**config.mk**
```make
export PLATFORM = sky130hd
export DESIGN_NAME = toggle_pulse_rx
export DESIGN_NICKNAME = d
export VERILOG_FILES = /design/src/rtl/toggle_pulse_rx.sv
export SDC_FILE = /design/constraint.sdc
export NUM_CORES = 1
export LEC_CHECK = 0
export ABC_AREA = 1
export CAP_MARGIN = 10
export CORE_MARGIN = 1
export CORE_UTILIZATION = 35
export DETAILED_ROUTE_END_ITERATION = 16
export PLACE_DENSITY = 0.57
export RECOVER_POWER = 25
export SLEW_MARGIN = 20
export SYNTH_ARGS = -nofsm -noshare
export SYNTH_HDL_FRONTEND = slang
export SYNTH_SLANG_ARGS = --single-unit
export TNS_END_PERCENT = 5
```
**constraint.sdc**
```tcl
create_clock -name clk -period 2.2 [get_ports clk]
set_input_delay 0.44 -clock clk [delete_from_list [all_inputs] [get_ports clk]]
set_output_delay 0.44 -clock clk [all_outputs]
set_load 0.01 [all_outputs]
```
**src/rtl/toggle_pulse_rx.sv**
```systemverilog
`default_nettype none
// ============================================================================
//  Module   : toggle_pulse_rx
//  Purpose  : Receive end of a toggle-signalled event link. Every level change
//             on t_in is one event. Each change is recovered as a one-cycle
//             pulse and queued as a pending event behind a valid/ready
//             handshake. Events arriving while the queue is full are dropped
//             and flagged on a sticky overflow bit.
//
//  Parameters
//    DEPTH   maximum number of pending (unconsumed) events, >= 1
//    CNT_W   width of the head-event sequence number ev_seq
//
//  Ports
//    clk       in   1                 single clock, rising edge
//    rst_n     in   1                 synchronous active-low reset
//    t_in      in   1                 toggle input, one event per level change
//    ev_pulse  out  1                 one-cycle pulse per detected change
//    ev_valid  out  1                 at least one event is pending
//    ev_ready  in   1                 consumer takes the head event when valid
//    ev_seq    out  CNT_W             sequence number of the head event
//    pend_cnt  out  $clog2(DEPTH+1)   number of pending events
//    overflow  out  1                 sticky: an event was dropped
//    clr_ovf   in   1                 clears overflow (a new drop wins)
//
//  Build option
//    TOG_RX_SYNC_EN  defined   : t_in passes a 2-flop synchroniser, latency
//                                3 edges, ARM phase 2 cycles (async-safe)
//                    undefined : t_in used directly (must be clk-synchronous),
//                                latency 1 edge, ARM phase 1 cycle
//
//  Revision : 1.0  initial release
// ============================================================================
module toggle_pulse_rx #(
   parameter int DEPTH = 4,
   parameter int CNT_W = 8
) (
   input  logic                         clk,
   input  logic                         rst_n,
   input  logic                         t_in,
   output logic                         ev_pulse,
   output logic                         ev_valid,
   input  logic                         ev_ready,
   output logic [CNT_W-1:0]             ev_seq,
   output logic [$clog2(DEPTH+1)-1:0]   pend_cnt,
   output logic                         overflow,
   input  logic                         clr_ovf
);

   // ------------------------------------------------------------------------
   // Constants
   // ------------------------------------------------------------------------
   localparam int                  c_pend_w   = $clog2(DEPTH + 1);
   localparam logic [c_pend_w-1:0] c_depth    = c_pend_w'(DEPTH);
   localparam logic [c_pend_w-1:0] c_pend_one = c_pend_w'(1);
   localparam logic [CNT_W-1:0]    c_seq_one  = CNT_W'(1);

   // ------------------------------------------------------------------------
   // Input path
   //   w_t_cur    : the toggle level the detector works on
   //   w_t_settle : the value w_t_cur will hold after the next edge. During
   //                ARM t_prev is loaded from it so that, by the end of ARM,
   //                t_prev and t_cur agree even though the synchroniser is
   //                still filling from its reset value. This is what keeps a
   //                t_in held high through reset from looking like an event.
   // ------------------------------------------------------------------------
   logic w_t_cur;
   logic w_t_settle;

`ifdef TOG_RX_SYNC_EN
   localparam logic [1:0] c_arm_last = 2'd1;   // ARM lasts 2 cycles

   logic s1_q;
   logic s2_q;

   always_ff @(posedge clk) begin
      if (!rst_n) begin
         s1_q <= 1'b0;
         s2_q <= 1'b0;
      end else begin
         s1_q <= t_in;
         s2_q <= s1_q;
      end
   end

   assign w_t_cur    = s2_q;
   assign w_t_settle = s1_q;
`else
   localparam logic [1:0] c_arm_last = 2'd0;   // ARM lasts 1 cycle

   assign w_t_cur    = t_in;
   assign w_t_settle = t_in;
`endif

   // ------------------------------------------------------------------------
   // State
   // ------------------------------------------------------------------------
   typedef enum logic [0:0] {
      ST_ARM = 1'b0,
      ST_RUN = 1'b1
   } state_t;

   state_t                state_q;
   logic [1:0]            arm_cnt_q;
   logic                  t_prev_q;
   logic                  ev_pulse_q;
   logic                  ev_valid_q;
   logic [CNT_W-1:0]      ev_seq_q;
   logic [c_pend_w-1:0]   pend_q;
   logic                  ovf_q;

   // ------------------------------------------------------------------------
   // Next-state logic
   // ------------------------------------------------------------------------
   logic                  w_edge;
   logic                  w_edge_run;
   logic                  w_take;
   logic                  w_full;
   logic                  w_drop;
   logic                  t_prev_d;
   logic [c_pend_w-1:0]   pend_d;
   logic [CNT_W-1:0]      ev_seq_d;
   logic                  ovf_d;

   always_comb begin
      w_edge     = w_t_cur ^ t_prev_q;
      // Edges seen while arming are start-up artefacts, never events.
      w_edge_run = w_edge & (state_q == ST_RUN);
      w_take     = ev_valid_q & ev_ready;
      w_full     = (pend_q == c_depth);
      // A take in the same cycle frees the slot, so a full queue only drops
      // when nothing is consumed alongside the new event.
      w_drop     = w_edge_run & ~w_take & w_full;

      t_prev_d   = (state_q == ST_ARM) ? w_t_settle : w_t_cur;

      pend_d = pend_q;
      if (w_edge_run && !w_take && !w_full) begin
         pend_d = pend_q + c_pend_one;
      end else if (!w_edge_run && w_take) begin
         pend_d = pend_q - c_pend_one;
      end

      ev_seq_d = w_take ? (ev_seq_q + c_seq_one) : ev_seq_q;

      // A drop in the same cycle as clr_ovf leaves the flag set.
      if (w_drop) begin
         ovf_d = 1'b1;
      end else if (clr_ovf) begin
         ovf_d = 1'b0;
      end else begin
         ovf_d = ovf_q;
      end
   end

   // ------------------------------------------------------------------------
   // FSM and registered outputs
   // ------------------------------------------------------------------------
   always_ff @(posedge clk) begin
      if (!rst_n) begin
         state_q    <= ST_ARM;
         arm_cnt_q  <= 2'd0;
         t_prev_q   <= 1'b0;
         ev_pulse_q <= 1'b0;
         ev_valid_q <= 1'b0;
         ev_seq_q   <= '0;
         pend_q     <= '0;
         ovf_q      <= 1'b0;
      end else begin
         t_prev_q <= t_prev_d;

         case (state_q)
            ST_ARM: begin
               ev_pulse_q <= 1'b0;
               if (arm_cnt_q == c_arm_last) begin
                  state_q <= ST_RUN;
               end else begin
                  arm_cnt_q <= arm_cnt_q + 2'd1;
               end
            end
            ST_RUN: begin
               ev_pulse_q <= w_edge;
            end
            default: begin
               state_q    <= ST_ARM;
               ev_pulse_q <= 1'b0;
            end
         endcase

         pend_q     <= pend_d;
         ev_valid_q <= (pend_d != '0);
         ev_seq_q   <= ev_seq_d;
         ovf_q      <= ovf_d;
      end
   end

   assign ev_pulse = ev_pulse_q;
   assign ev_valid = ev_valid_q;
   assign ev_seq   = ev_seq_q;
   assign pend_cnt = pend_q;
   assign overflow = ovf_q;

endmodule
`default_nettype wire

```
==> impl_metrics.toml, run 1 <==
[layout]
layout.filler_cells = 244
ant_diodes = 0
layout_common_cells = "29 x nand2_1, 24 x inv_1, 18 x dfxtp_1, 16 x clkdlybuf4s50_1, 9 x nor2_1"
post_route_cells_drive_above_1_share = 0.1293
syn2layout_area_growth_pct = 25.50
finalInstanceArea_mm2 = 0.001176
fin_nets = 158
final_common_cell = "nand2_1"

[yosys]
combinational_family_with_the_most_area_after_synthesis = "simple AND/OR/NAND/NOR gates"
syn_avg_cell_area_um2 = 7.438
synth.area.mux_share = 0
post_synth_and_or_nand_nor_area_fraction = 0.3391
synth_nets = 136
synth_seq_area_share = 0.3845
synth_area_leader_cell = "dfxtp_1"
synth.top_cells.by_area = "dfxtp_1 38%, nand2_1 12%, inv_1 9.6%, ha_1 6.7%, nand3_2 5.3%"
synth_cells = 126
synthDominantCellAreaShare = 0.3845
synthDistinctLibCells = 22
yosys_register_bits = 18
xor_xnor_cell_area_share_of_the_yosys_netlist = 0.009346
synth_compound_gate_area_share = 0.08545
synth-adder-area-share = 0.06676
synth.yosys.warnings = 0
syn_area_um2 = 937.1

[sta]
finalWorstPathRequiredPeriod_ns = 1.814
timing.final.crit_share = 0.8247
rsz0062_at_grt = "no"
setup-violations-final = 0
timing.final.max_slew_violations = 0
fin_worst_skew_ns = 0.0005621
setup_total_negative_slack_ns = 0
worst_slew_pin_slew_ns = 0.5145
slew-limit-headroom = 0.6559
highest_clock_rate_ghz = 0.5511
post-route-worst-setup-slack_ns = 0.3856
hold_violations = 0

[routing]
firstDrtPassIters = 4
vias_cell = 4.593
post-route-drc-count = 0
finalWirelength_um = 1758
drt_first_iter_violations = 6
ant_nets = 0
detail_routed_net_length_per_standard_cell_um = 9.932
routed-via-count = 813

[clocking]
post_cts.resized_instances = 0
clkLatencyLatePin_ns = 0.29
ctsLongestPathBuffers = 2
clock-root-buffer = "clkbuf_4"
tritoncts.num_buffers = 3
cts.sink_count = 18
clkTransAtPathRegs_ns = 0.10
cts_setup_buffers = 0
hold_buffers = 0
clock_tree.htree_level_count = 1
tritoncts = "yes"

[place]
place.gp.congestion = 0.8763
place_worst_setup_slack_ns = 0.4256
postPlaceCellArea_mm2 = 0.001147
dpl.hpwl_um = 1377
place.port_buffers = 18

[run_status]
result_of_the_run = "finished clean"

[floorplanning]
overall_die_height_um = 53.75
dieWidth_um = 53.75
die-area_mm2 = 0.002889
initial_utilization = 0.3749
placement_row_count = 18
pin_count = 19
core_region_area_mm2 = 0.002500

[setup_path]
start_kind = "flop"
cp_data_arrival_time_ns = 1.37
critical_path.slowest_cell = "clkdlybuf4s50_1"
worst-endpoint-required_ns = 1.76
critical_path_peak_fanout = 7
endpoint_kind = "primary output"
path_delay_family = "buffers and inverters"
ff2ff_setup_slack_ns = 0.87
path_buf_inv = 1
crit_path_cell_trace = "clkdlybuf4s50_1"
path_class = "flop to primary output"
critical_path.max_stage_delay_ns = 0.59

[power_and_ir_drop]
power_per_cell_area_mw_per_mm2 = 728.7
power.total_w = 0.0008570
leakage_nw = 0.5198
irDropWorstVdd_uv = 452.2

[grt]
grt_first_pass_wirelength_um = 2967
grtUsageTotal = 0.1436
number_of_antenna_violations_at_the_first_check_in_global_routing = 0
grt_max_degree = 14
grt_pass1_vias = 701
grt_remaining_overflow = 0

[worst_hold_path]
holdCritPathClass = "flop to flop"

[flow_run]
max_cap_viols = 0
## Yosys cell counts
library cell	count
inv_4	1
nand2_2	2
nand4_1	1
buf_4	1
nand3_1	6
o21ai_1	3
nand2_4	1
dfxtp_1	18
nor2_2	2
ha_1	5
xor2_1	1
nor3_2	2
nand3_4	1
nor2_1	8
a21oi_1	8
inv_1	24
inv_2	1
nand3_2	5
nand3b_1	1
nor2_4	1
o21ai_0	5
nand2_1	29
## final timing paths
check / startpoint / to / cells after the start
setup / recovery: pend_cnt[2] / pend_cnt[2] / 1
setup reg to reg: pend_cnt[0] / ev_valid / 8
hold / removal: arm_cnt_q[1] / arm_cnt_q[1] / 2
hold reg to reg: arm_cnt_q[1] / arm_cnt_q[1] / 2
## report_power, final
part	leakage, nW	switching [W]	total (W)	internal (W)
Clock	0.0210	0.000105	0.000206	0.000101
Combinational	0.352	0.000142	0.000258	0.000116
Sequential	0.147	0.0000351	0.000393	0.000358
Total	0.520	0.000282	0.000857	0.000575
## per-stage QoR
step | hold WS (ns) | cells | utilization
after floorplan | 0.4325 | 126 | -
after global placement | 0.4522 | 173 | 0.4590
after detailed placement | 0.4610 | 173 | 0.4590
after CTS | 0.4780 | 177 | 0.4735
after global routing | 0.4954 | 177 | 0.4705
final | 0.4698 | 177 | 0.4705
## registers in the layout, indices dropped and copies added, names as in the netlist
name,count
arm_cnt_q,2
ev_pulse,1
ev_seq,8
ev_valid,1
overflow,1
pend_cnt,3
state_q,1
t_prev_q,1
## cell families (layout without fill, tap and decap cells)
family          Yosys count  count (layout)
compound gates           16              16
xor+xnor                  1               1
fa+ha+maj                 5               5
buf+inv                  27              48
flops                    18              18
simple gates             59              59
## final cells by class
type / count / area [µm²] / area share
Inverter: 26 / 100.1 / 0.08511
Tap cell: 30 / 37.54 / 0.03191
Timing Repair Buffer: 18 / 180.2 / 0.1532
Multi-Input combinational cell: 81 / 461.7 / 0.3926
Sequential cell: 18 / 360.3 / 0.3064
Clock buffer: 4 / 36.28 / 0.03085
## per-layer routing
layer	track usage	part of all wire
met1	0.1732	0.45
met2	0.2428	0.49
met3	0.05367	0.049
met4	0.02632	0.0085
met5	0	0
Power figures use the tool's default switching activity.
==> inputs of run 2 (changes only) <==
--- a/config.mk
+++ b/config.mk
@@ -10,7 +10,7 @@
 export CORE_MARGIN = 1
 export CORE_UTILIZATION = 35
 export DETAILED_ROUTE_END_ITERATION = 16
-export PLACE_DENSITY = 0.57
+export PLACE_DENSITY = 0.59
 export RECOVER_POWER = 25
 export SLEW_MARGIN = 20
 export SYNTH_ARGS = -nofsm -noshare
==> constraint.sdc (replaced) <==
create_clock -name clk -period 1.5 [get_ports clk]
set_input_delay 0.3 -clock clk [delete_from_list [all_inputs] [get_ports clk]]
set_output_delay 0.3 -clock clk [all_outputs]
set_load 0.01 [all_outputs]
==> impl_metrics.toml, run 2 (same netlist as run 1, synthesis figures left out) <==
[setup_path]
crit_path_cell_trace = "dlygate4sd2_1"
cp_data_arrival_time_ns = 0.99
critical_path.max_stage_delay_ns = 0.40
path_delay_family = "flip-flops"
endpoint_kind = "primary output"
start_kind = "flop"
path_buf_inv = 1
critical_path_peak_fanout = 4
path_class = "flop to primary output"
critical_path.slowest_cell = "dfxtp_1"
worst-endpoint-required_ns = 1.20

[sta]
fin_worst_hold_slack_ns = 0.4750
highest_clock_rate_ghz = 0.7776
rsz0062_at_grt = "no"
fin_worst_skew_ns = 0.002392
hold_violations = 0
timing.final.max_slew_violations = 0
worst_slew_pin_slew_ns = 0.2081
slew-limit-headroom = 0.8613
timing.final.crit_share = 0.8574
setup-violations-final = 0
finalWorstPathRequiredPeriod_ns = 1.286

[grt]
grtUsageTotal = 0.1476
grt_remaining_overflow = 0
grt_pass1_vias = 715
grt_first_pass_wirelength_um = 2967
number_of_antenna_violations_at_the_first_check_in_global_routing = 0
grt_max_degree = 11

[floorplanning]
dieWidth_um = 53.75
overall_die_height_um = 53.75
core_region_area_mm2 = 0.002500
die-area_mm2 = 0.002889
pin_count = 19
initial_utilization = 0.3749
placement_row_count = 18

[clocking]
clock-root-buffer = "clkbuf_4"
clkTransAtPathRegs_ns = 0.10
cts.sink_count = 18
clock_tree.htree_level_count = 1
hold_buffers = 0
clkLatencyLatePin_ns = 0.30
tritoncts.num_buffers = 3
ctsLongestPathBuffers = 2
cts_setup_buffers = 0
tritoncts = "yes"

[run_status]
result_of_the_run = "finished clean"

[routing]
post-route-drc-count = 0
routed-via-count = 829
firstDrtPassIters = 4
drt_first_iter_violations = 12
finalWirelength_um = 1834
detail_routed_net_length_per_standard_cell_um = 9.860
ant_nets = 0
dr.max_layer_used = "met3"
met3WireLength_um = 104
vias_cell = 4.457
wl_met2_um = 916
detail_route.wirelength.met1_um = 813

[place]
place.gp.congestion = 0.9274
place.port_buffers = 18
postPlaceCellArea_mm2 = 0.001215
dpl.hpwl_um = 1471

[power_and_ir_drop]
irDropWorstVdd_uv = 640.8
power_per_cell_area_mw_per_mm2 = 1031
power.total_w = 0.001285
leakage_nw = 0.6279

[layout]
fin_nets = 167
post_route_cells_drive_above_1_share = 0.2308
layout.filler_cells = 268
largest_register_ffs = 8
ant_diodes = 0
layout_common_cells = "29 x nand2_1, 24 x inv_1, 11 x dlygate4sd2_1, 10 x dfxtp_1"
postLayoutCoreUtil = 0.4985
finalInstanceArea_mm2 = 0.001246
syn2layout_area_growth_pct = 32.98
final_common_cell = "nand2_1"

[worst_hold_path]
holdCritPathClass = "flop to flop"

[flow_run]
max_cap_viols = 0
## run 2: cell count changes in the layout (fill, tap and decap cells not counted), moves of 2 or more
cell / previous run / this run
dfxtp_1: 18 / 10
clkdlybuf4s25_1: 0 / 2
dfxtp_2: 0 / 8
clkdlybuf4s50_1: 16 / 3
buf_4: 0 / 8
dlygate4sd2_1: 0 / 11
## run 2: final timing paths
kind	start	to	slack, ns	cells past startpoint
min reg2reg	ev_seq[2]	ev_seq[2]	0.48	2
max	pend_cnt[1]	pend_cnt[1]	0.21	1
max reg2reg	pend_cnt[1]	ev_valid	0.23	8
min	ev_seq[2]	ev_seq[2]	0.48	2
## run 2: final cells by class
cell class,count,area (µm²),share of cell area
clock buffer,4,36.28,0.02912
inverter,26,100.1,0.08032
multi-input combinational,81,469.2,0.3765
sequential,18,370.4,0.2972
tap,30,37.54,0.03012
timing repair buffer,27,232.7,0.1867
## run 2: where the power goes
part / internal [W] / switching, W / total (W) / leakage, nW
logic: 0.000186 / 0.000224 / 0.000409 / 0.456
registers: 0.000530 / 0.0000410 / 0.000571 / 0.150
clock network: 0.000148 / 0.000156 / 0.000304 / 0.0210
## run 2: routing by layer
| metal | GRT usage | up-vias |
|---|---|---|
| met5 | 0 | - |
| met2 | 0.2551 | 22 |
| met1 | 0.1658 | 360 |
| li1 | - | 447 |
| met4 | 0.03947 | 0 |
| met3 | 0.05932 | 0 |
## run 2: worst reg2reg max path, delay by kind of cell (launching register included)
family	cells	cell delay [ns]
adder cells (fa/ha/maj)	1	0.20
buffers and inverters	2	0.15
AND/OR/NAND/NOR	5	0.43
flip-flops	1	0.40
## run 2: metrics by stage
| step | setup TNS (ns) | instances | setup slack, ns |
|---|---|---|---|
| 3_5_place_dp | -0.3993 | 182 | -0.1029 |
| 2_1_floorplan | 0 | 126 | 0.2621 |
| 6_report | 0 | 186 | 0.2140 |
| 5_1_grt | 0 | 186 | 0.1428 |
| 3_3_place_gp | -0.2319 | 182 | -0.07771 |
| 4_1_cts | -0.02840 | 186 | -0.02840 |
## run 2: timing repair
item                                   CTS  global route
gates resized for setup                 19             3
cloned                                   0             0
setup endpoints to repair               12             3
endpoints found under the hold margin    0             0
==> inputs of run 3 (changes only) <==
--- a/config.mk
+++ b/config.mk
@@ -5,14 +5,12 @@
 export SDC_FILE = /design/constraint.sdc
 export NUM_CORES = 1
 export LEC_CHECK = 0
-export ABC_AREA = 1
 export CAP_MARGIN = 10
 export CORE_MARGIN = 1
 export CORE_UTILIZATION = 35
 export DETAILED_ROUTE_END_ITERATION = 16
-export PLACE_DENSITY = 0.59
-export RECOVER_POWER = 25
-export SLEW_MARGIN = 20
+export PLACE_DENSITY = 0.6
+export RECOVER_POWER = 50
 export SYNTH_ARGS = -nofsm -noshare
 export SYNTH_HDL_FRONTEND = slang
 export SYNTH_SLANG_ARGS = --single-unit
==> impl_metrics.toml, run 3 <==
[yosys]
synthDominantCellAreaShare = 0.4311
synth.yosys.warnings = 0
syn_area_um2 = 835.8
synth_nets = 98
yosys_register_bits = 18
synth_cells = 88
synthDistinctLibCells = 26
post-synth-top-count-cell = "dfxtp_1"
yosys-top-cells-count = "18 x dfxtp_1, 10 x nand2_1, 9 x and2_1"
synth-main-ff-cell = "dfxtp_1"
synth_area_leader_cell = "dfxtp_1"
syn_avg_cell_area_um2 = 9.498
synth.top_cells.by_area = "dfxtp_1 43%, ha_1 7.5%, xnor2_1 7.3%, and2_1 6.7%, a21boi_0 4.5%"
synth_enable_flop_cells = 0
synth_seq_area_share = 0.4311
async_reset_ff_frac = 0

[run_status]
result_of_the_run = "complete, but fails checks"
violations = "setup timing"

[sta]
worst_slew_pin_slew_ns = 0.4061
setup-violations-final = 1
post-route-worst-setup-slack_ns = -0.005083
fin_worst_skew_ns = 0.003984
highest_clock_rate_ghz = 0.6644
timing.final.crit_share = 1.003
hold_violations = 0
rsz0062_at_grt = "yes"
timing.final.max_slew_violations = 0
slew-limit-headroom = 0.7293
finalWorstPathRequiredPeriod_ns = 1.505

[clocking]
tritoncts.num_buffers = 3
ctsLongestPathBuffers = 2
clkTransAtPathRegs_ns = 0.10
cts.sink_count = 18
clock-root-buffer = "clkbuf_4"
clock_tree.htree_level_count = 1
clkLatencyLatePin_ns = 0.29
tritoncts = "yes"

[layout]
largest_register_ffs = 8
fin_nets = 131
instances_no_fill = 148
post_route_cells_drive_above_1_share = 0.2500
layout.filler_cells = 232
syn2layout_area_growth_pct = 42.37
final_common_cell = "dfxtp_1"
ant_diodes = 0
layout_common_cells = "11 x dfxtp_1, 10 x dlygate4sd2_1, 10 x buf_4, 9 x nand2_1, 8 x and2_1"
finalInstanceArea_mm2 = 0.001190

[place]
place.port_buffers = 18
place.gp.congestion = 0.9199
dpl.hpwl_um = 1263
post-place-cells = 143
postPlaceCellArea_mm2 = 0.001129
place_worst_setup_slack_ns = -0.4302

[power_and_ir_drop]
power_per_cell_area_mw_per_mm2 = 1255
comb_power_share = 0.398
p_sw_w = 0.0004787
fraction_of_power_spent_switching_nets = 0.3205
power.total_w = 0.001494
pwr-share-seq = 0.403
leakage_nw = 0.4943
irDropWorstVdd_uv = 986.4
power_frac_clock = 0.199
power_report.internal_total_w = 0.001015

[setup_path]
start_kind = "input pin"
worst_setup_path_startpoint = "ev_ready"
critical_path.reg2reg.startpoint = "pend_cnt[0]"
ff2ff_setup_slack_ns = 0.02
last_element_of_the_critical_path = "ev_valid"
path_class = "input pin to flop"
worst-r2r-cell-count = 7
worst-endpoint-required_ns = 1.68
critical_path_peak_fanout = 6
cp_data_arrival_time_ns = 1.69
regToRegEndpoint = "ev_valid"
endpoint_kind = "flop"

[grt]
grt_remaining_overflow = 0
grt_first_pass_wirelength_um = 2691
number_of_antenna_violations_at_the_first_check_in_global_routing = 0
grtUsageTotal = 0.1466
grt_pass1_vias = 655
grt_max_degree = 13

[floorplanning]
dieWidth_um = 50.87
placement_row_count = 17
overall_die_height_um = 50.87
core_region_area_mm2 = 0.002233
initial_utilization = 0.3742
die-area_mm2 = 0.002587
pin_count = 19

[routing]
vias_cell = 4.905
detail_routed_net_length_per_standard_cell_um = 11.61
routed-via-count = 726
firstDrtPassIters = 4
finalWirelength_um = 1718
drt_first_iter_violations = 8
ant_nets = 0
post-route-drc-count = 0

[flow_run]
max_cap_viols = 0

[worst_hold_path]
worst_hold_startpoint = "overflow"
holdCritPathClass = "flop to flop"
[run 3: what timing repair did]
action                     in CTS  in global routing
setup buffers                   0                  1
resized for setup              17                 10
pin swaps                       3                  5
setup endpoints to repair      14                  7
hold buffers                    0                  0
[run 3: logic make-up (layout without fill, tap and decap cells)]
family,count (synthesis),in the layout,share of synthesized area
XOR/XNOR,8,8,0.09282
AND/OR/NAND/NOR,33,33,0.2260
multiplexers,1,1,0.01198
flip-flops,18,18,0.4311
AO/OA/AOI/OAI,16,16,0.1317
adder cells (fa/ha/maj),5,5,0.07485
buffers and inverters,7,39,0.03144
[run 3: power groups by stage]
stage                     Combinational (W)  Clock [W]  Sequential, W
after floorplan                    0.000255          0       0.000637
after global placement             0.000582          0       0.000609
after detailed placement           0.000597          0       0.000612
after CTS                          0.000568   0.000310       0.000604
after global routing               0.000640   0.000331       0.000612
final                              0.000594   0.000298       0.000602
[run 3: per-layer routing]
layer	wire length, µm	global-route usage	up-vias
met4	33	0.09722	0
met1	761	0.1560	338
met5	0	0	-
met2	836	0.2556	23
li1	-	-	361
met3	87	0.03571	4
[run 3: cell type report]
class	count	area (µm²)	share of cell area
inverter	5	18.77	0.01577
timing repair buffer	30	254.0	0.2135
clock buffer	4	36.28	0.03049
multi-input combinational	63	476.7	0.4006
tap	28	35.03	0.02944
sequential	18	369.1	0.3102
[run 3: worst max-delay path: stages]
cell,delay [ns]
clkdlybuf4s50_1,0.42
nand2_1,0.22
nand4_4,0.15
o22ai_2,0.20
mux2i_1,0.11
a211o_1,0.28
[run 3: how the worst min path moves through the flow]
stage,endpoint,cells after the start,slack [ns]
3_5_place_dp,overflow,2,0.48
3_3_place_gp,arm_cnt_q[1],2,0.47
5_1_grt,t_prev_q,2,0.49
6_report,overflow,2,0.49
4_1_cts,t_prev_q,2,0.42
2_1_floorplan,t_prev_q,1,0.42
[run 3: per-stage QoR]
| step | hold WS (ns) | util | TNS [ns] |
|---|---|---|---|
| final | 0.4901 | 0.5328 | -0.005083 |
| after CTS | 0.4190 | 0.5204 | -0.01851 |
| after global placement | 0.4664 | 0.5053 | -2.284 |
| after floorplan | 0.4217 | - | 0 |
| after detailed placement | 0.4806 | 0.5053 | -2.653 |
| after global routing | 0.4935 | 0.5328 | -0.04531 |
